File: src/rtl/irq_controller.sv
// irq_controller: samples, latches and masks peripheral interrupts toward CP0 HWInt
module irq_controller #(
  parameter int N_SRC = 6,
  parameter logic [N_SRC-1:0] MASK_RST = '0,
  parameter logic [N_SRC-1:0] MODE_RST = '0
) (
  input  logic             clk,
  input  logic             reset,
  input  logic [N_SRC-1:0] irq_src,
  input  logic             sel,
  input  logic             we,
  input  logic [1:0]       addr,
  input  logic [31:0]      wdata,
  output logic [31:0]      rdata,
  output logic [5:0]       HWInt,
  output logic             irq_valid,
  output logic [2:0]       irq_vec
);
  logic [N_SRC-1:0] mask, mode, pend, sync, prev, rise, clr, pend_nxt;
  logic [7:0] act;
  logic wr;
  logic unused;
  assign wr = sel & we;
  assign rise = sync & ~prev;
  assign clr = (wr && addr == 2'd2) ? wdata[N_SRC-1:0] : '0;
  assign pend_nxt = (mode & (rise | (pend & ~clr))) | (~mode & sync);
  assign act = 8'(pend & mask);
  assign HWInt = act[5:0];
  assign irq_valid = |HWInt;
  assign unused = ^{wdata[31:N_SRC], act[7:6]};
  // Lowest-numbered active line wins; scan downward so bit 0 is written last.
  always_comb begin
    irq_vec = 3'd0;
    for (int i = 5; i >= 0; i--) if (HWInt[i]) irq_vec = 3'(i);
  end
  // Combinational register read; shows pre-write state during a write cycle.
  always_comb begin
    rdata = !sel ? 32'd0 :
            addr == 2'd0 ? 32'(mask) :
            addr == 2'd1 ? 32'(mode) :
            addr == 2'd2 ? 32'(pend) :
            {irq_valid, 28'd0, irq_vec};
  end
  // Input sampling, pending latch and configuration registers.
  always_ff @(posedge clk or posedge reset) begin
    if (reset) begin
      mask <= MASK_RST;
      mode <= MODE_RST;
      pend <= '0;
      sync <= '0;
      prev <= '0;
    end else begin
      sync <= irq_src;
      prev <= sync;
      pend <= pend_nxt;
      if (wr && addr == 2'd0) mask <= wdata[N_SRC-1:0];
      if (wr && addr == 2'd1) mode <= wdata[N_SRC-1:0];
    end
  end
endmodule
File: config.mk
export PLATFORM = sky130hd
export DESIGN_NAME = irq_controller
export DESIGN_NICKNAME = d
export VERILOG_FILES = /design/src/rtl/irq_controller.sv
export SDC_FILE = /design/constraint.sdc
export NUM_CORES = 1
export LEC_CHECK = 0
export ABC_AREA = 1
export CORE_UTILIZATION = 39
export DETAILED_ROUTE_END_ITERATION = 10
export PLACE_DENSITY = 0.9
export SYNTH_ARGS = -nofsm -noshare
export SYNTH_HDL_FRONTEND = slang
export SYNTH_SLANG_ARGS = --single-unit
File: constraint.sdc
create_clock -name clk -period 1.2 [get_ports clk]
set_clock_uncertainty 0.05 [all_clocks]
set_input_delay 0.12 -clock clk [delete_from_list [all_inputs] [get_ports clk]]
set_output_delay 0.12 -clock clk [all_outputs]
set_load 0.005 [all_outputs]
Word level (Yosys, flattened, before mapping)
Index checks and enable logic that the tools add are counted.
Widths: inputs -> output; s select.
{"block": "classes", "addsub": 0, "n_mul": 0, "div": 0, "order_cmp": 0, "n_eq_ne": 2, "n_shift": 0, "mux": 11, "n_bitwise": 11, "reduce_logical": 5}
{"cell": "$mux 32", "n": 4}
{"cell": "$and 6x6->6", "n": 5}
{"cell": "$mux 3", "n": 6}
{"cell": "$not 6->6", "n": 3}
{"cell": "$or 6x6->6", "n": 2}
{"cell": "$mux 6", "n": 1}
{"cell": "$reduce_or 6->1", "n": 1}
{"cell": "$logic_and 1x1->1", "n": 3}
{"cell": "$eq 2x1->1 const B", "n": 1}
{"cell": "$eq 2x2->1 const B", "n": 1}
{"cell": "$logic_not 2->1", "n": 1}
{"cell": "$and 1x1->1", "n": 1}
{"block": "totals", "register_bits": 30, "latchBits": 0, "ram_bits": 0, "mem_bits_ro": 0, "inputBits": 44, "n_memories": 0}

Depth between registers and ports, before layout
{"block": "depth", "word_depth": 11, "ltp_mapped": 8, "ltp_nobuf": 8}

Worst setup path after synthesis
OpenSTA, ideal clock, no wires.
{"block": "synth_path", "path_type": "register to output", "start": "register mask[1]", "end": "output rdata[31]", "arrival_time_ns": 0.879, "required_ns": 1.030, "setup_slack_ns": 0.151, "stages_incl_launch_ff": 7, "n_path_buf": 0, "path_cell_list": "dfrtp_1 nand2_1 nand2_1 nor2_1 inv_1 nor2_1 nor3_1"}
{"block": "synth_between", "elab_chain_cells": 6}
{"item": "start, declared", "line_no": "19", "text": "logic [N_SRC-1:0] mask, mode, pend, sync, prev, rise, clr, pend_nxt;"}
{"item": "start signal, assigned", "line_no": "56", "text": "if (wr && addr == 2'd0) mask <= wdata[N_SRC-1:0];"}
{"item": "$and 6x6->6", "line_no": "27", "text": "assign act = 8'(pend & mask);"}
{"item": "$reduce_or 6->1", "line_no": "29", "text": "assign irq_valid = |HWInt;"}
{"item": "$mux 32", "line_no": "41", "text": "addr == 2'd2 ? 32'(pend) :"}
{"item": "$mux 32", "line_no": "40", "text": "addr == 2'd1 ? 32'(mode) :"}
{"item": "$mux 32", "line_no": "39", "text": "addr == 2'd0 ? 32'(mask) :"}
{"item": "$mux 32", "line_no": "38", "text": "rdata = !sel ? 32'd0 :"}
{"item": "end, declared", "line_no": "14", "text": "output logic [31:0] rdata,"}
No other way between the ends.

Worst setup path in the final report
{"block": "layout_path", "start": "register pend[0]", "end": "output irq_vec[2]"}
{"block": "layout_between", "elab_chain_cells": 2}
{"item": "start, declared", "line_no": "19"}
{"item": "start signal, assigned", "line_no": "55", "text": "pend <= pend_nxt;"}
{"item": "$and 6x6->6", "line_no": "27"}
{"item": "$mux 3", "line_no": "34", "text": "for (int i = 5; i >= 0; i--) if (HWInt[i]) irq_vec = 3'(i);"}
{"item": "end, declared", "line_no": "17", "text": "output logic [2:0] irq_vec"}
No other way between the ends.

==> impl_metrics.toml <==
[critical_path]
path_class = "reg -> out"
cp-end-kind = "output pin"
path_cells = "nand2_2 -> nand2_2 -> nor2_4 -> inv_2 -> buf_6 -> a21oi_2 -> buf_2"
r2r-start = "pend[5]$_DFF_PP0_"
critPathMaxFanout = 2
cpMostUsedCell = "nand2_2"
crit_path_start_kind = "register"
crit_start = "pend[0]$_DFF_PP0_"
max_stage_delay_ns = 0.38
worst-path-buf-inv = 3
path_delay_family = "flip-flops"
cp.required_ns = 1.03
arrival_ns = 1.40
cp_slowest_cell = "dfrtp_1"

[cts]
htree_levels = 2
numCtsBuffers = 5
hold_buffers = 0
cts_max_path_buffers = 2
cts_tree = "done"
root_buffer = "clkbuf_8"
clock-sinks = 30
clk_latency_ns = 0.28
clk_pin_slew_worst_paths_ns = 0.06

[global_routing]
grt_pass1_vias = 1528
overflow = 0
grt_pass1_wl_um = 6710
track_usage_pct = 21.0
antenna_found_initial = 0
grt_max_degree = 31

[route]
wl_per_cell_um = 12.6
drc = 0
drt_iter0_markers = 104
dr.pass1.iters = 4
vias_per_cell = 4.62
num_vias = 1607
drt-total-wl_um = 4400
ant_nets = 0

[floorplanning]
initial_core_util_pct = 42.1
die_x_um = 66.1
rows = 22
core_area_mm2 = 0.00380
num_io_pins = 86
dieArea_mm2 = 0.00436
die_h_um = 66.1

[sta]
tns_ns = -3.61
rsz0062_at_grt = "true"
setup_violations = 16
layout_setup_ws_ns = -0.366
hold_violations = 0
period_needed_ns = 1.57
finalCritPeriodShare_pct = 131
fmax_ghz = 0.638
drv_slew = 0

[outcome]
violations = "setup timing"
status = "finished with violations"

[placed_design]
gp_congestion = 0.849
port-buffer-count = 34
dp_slack_ns = -0.738
hpwl_um = 2650

[logic_synthesis]
synth_cell_types = 19
netlist_top_cells_area = "dfrtp_1 47%, nand2_1 17%, buf_4 12%"
synth_largest_area_cell = "dfrtp_1"
syn_area_per_cell_um2 = 7.84
synth.ff_latch_count = 30
yosys_warnings = 0
ys_seq_area_share_pct = 46.9
netlist_area_mm2 = 0.00160
synth_cells = 204
synth_top_area_share_pct = 46.9

[power_and_ir_drop]
p_per_area_mw_per_mm2 = 1290
leakagePower_nw = 1.40
ir_drop_uv = 874

[cells_and_area]
num_antenna_cells = 0
drive_gt1_share_pct = 45.3
finalNetCount = 344
syn2layout_area_growth_pct = 57.5

[hold_path]
hp-class = "in -> async"

[run]
drv_cap = 0
-- path summary, 6_finish.rpt --
check,cells past startpoint,endpoint,slack (ns)
max in group asynchronous,3,pend[2]$_DFF_PP0_,0.82
min reg2reg,0,prev[1]$_DFF_PP0_,0.32
min in group clk,1,sync[1]$_DFF_PP0_,0.23
max reg2reg,5,pend[5]$_DFF_PP0_,0.16
min,3,pend[5]$_DFF_PP0_,0.12
max,7,irq_vec[2],-0.37
-- sequential cells by signal, summed over array words and instances, names as in the netlist --
register	cells
mode	6
pend	6
sync	6
mask	6
prev	6
-- through the flow --
stage / hold WS, ns / area, µm² / utilization (%) / std cells / power [W]
detailed placement: 0.313 / 2170 / 57.1 / 320 / 0.00217
global route: 0.144 / 2520 / 66.3 / 348 / 0.00343
finish: 0.124 / 2520 / 66.3 / 348 / 0.00325
floorplan: 0.101 / 1690 / - / 228 / 0.00166
global placement: 0.310 / 2170 / 57.1 / 320 / 0.00214
CTS: 0.126 / 2380 / 62.8 / 338 / 0.00307
-- placed cells by master, fill, tap and decap left out, types with 2 or more instances in the layout --
cell type        netlist  layout
nand2_1               71      50
conb_1                 1      25
clkdlybuf4s50_1        0      14
nand2_2                4      22
clkbuf_1               0       2
o21ai_1                6       6
buf_2                  0       9
nand3_1               12       8
nor2_4                 1       4
nor2_1                 7       5
nand2_4                0       3
clkbuf_2               0       5
dfrtp_1               30      30
buf_4                 25      42
inv_1                 24      17
buf_6                  2      19
inv_2                  5      11
clkbuf_8               0       5
o21ai_2                6       6
nand3_2                0       4
a21oi_2                0       3
-- timing repair --
item,CTS,global route
resized for setup,95,35
pin swaps,18,13
setup endpoints to repair,29,35
hold endpoints to repair,0,0
buffers inserted,12,10
-- area by class of cell --
cell class | count | area [µm²]
Tap cell | 48 | 60.1
Clock buffer | 7 | 76.3
Timing Repair Buffer | 92 | 782
Fill cell | 302 | 1280
Inverter | 29 | 111
Multi-Input combinational cell | 142 | 739
Sequential cell | 30 | 751
-- kinds of logic after synthesis --
logic type	synth area share (%)
other	0.234
flip-flops	46.9
AND/OR/NAND/NOR	26.2
buffers and inverters	19.9
AO/OA/AOI/OAI	6.72
-- Yosys cell counts (all sizes together) --
cell / instances
nor2: 10
nor3: 1
nand2: 75
buf: 27
o21ai: 13
nand4: 1
conb: 1
dfrtp: 30
nand3: 12
inv: 29
or2: 1
a21oi: 4
-- power breakdown --
group | leakage [nW] | internal [W] | switching, W | total [W]
Clock | 0.0383 | 0.000398 | 0.000337 | 0.000735
Sequential | 0.360 | 0.00114 | 0.0000822 | 0.00122
Combinational | 1.00 | 0.000695 | 0.000597 | 0.00129
Total | 1.40 | 0.00223 | 0.00102 | 0.00325
-- routing by layer --
metal  global-route usage [%]  wire length (µm)  up-vias
met4                     13.0               152        0
met5                        0                 0        -
met1                     22.9              1610      743
met3                     5.17               331       14
li1                         -                 -      762
met2                     36.4              2310       88
-- worst reg2reg max path, delay by kind of cell (launching register included) --
kind / cells / cell delay (ns)
buffers and inverters: 3 / 0.38
DFF: 1 / 0.40
and+or+nand+nor: 2 / 0.11
Power figures use the tool's default switching activity.
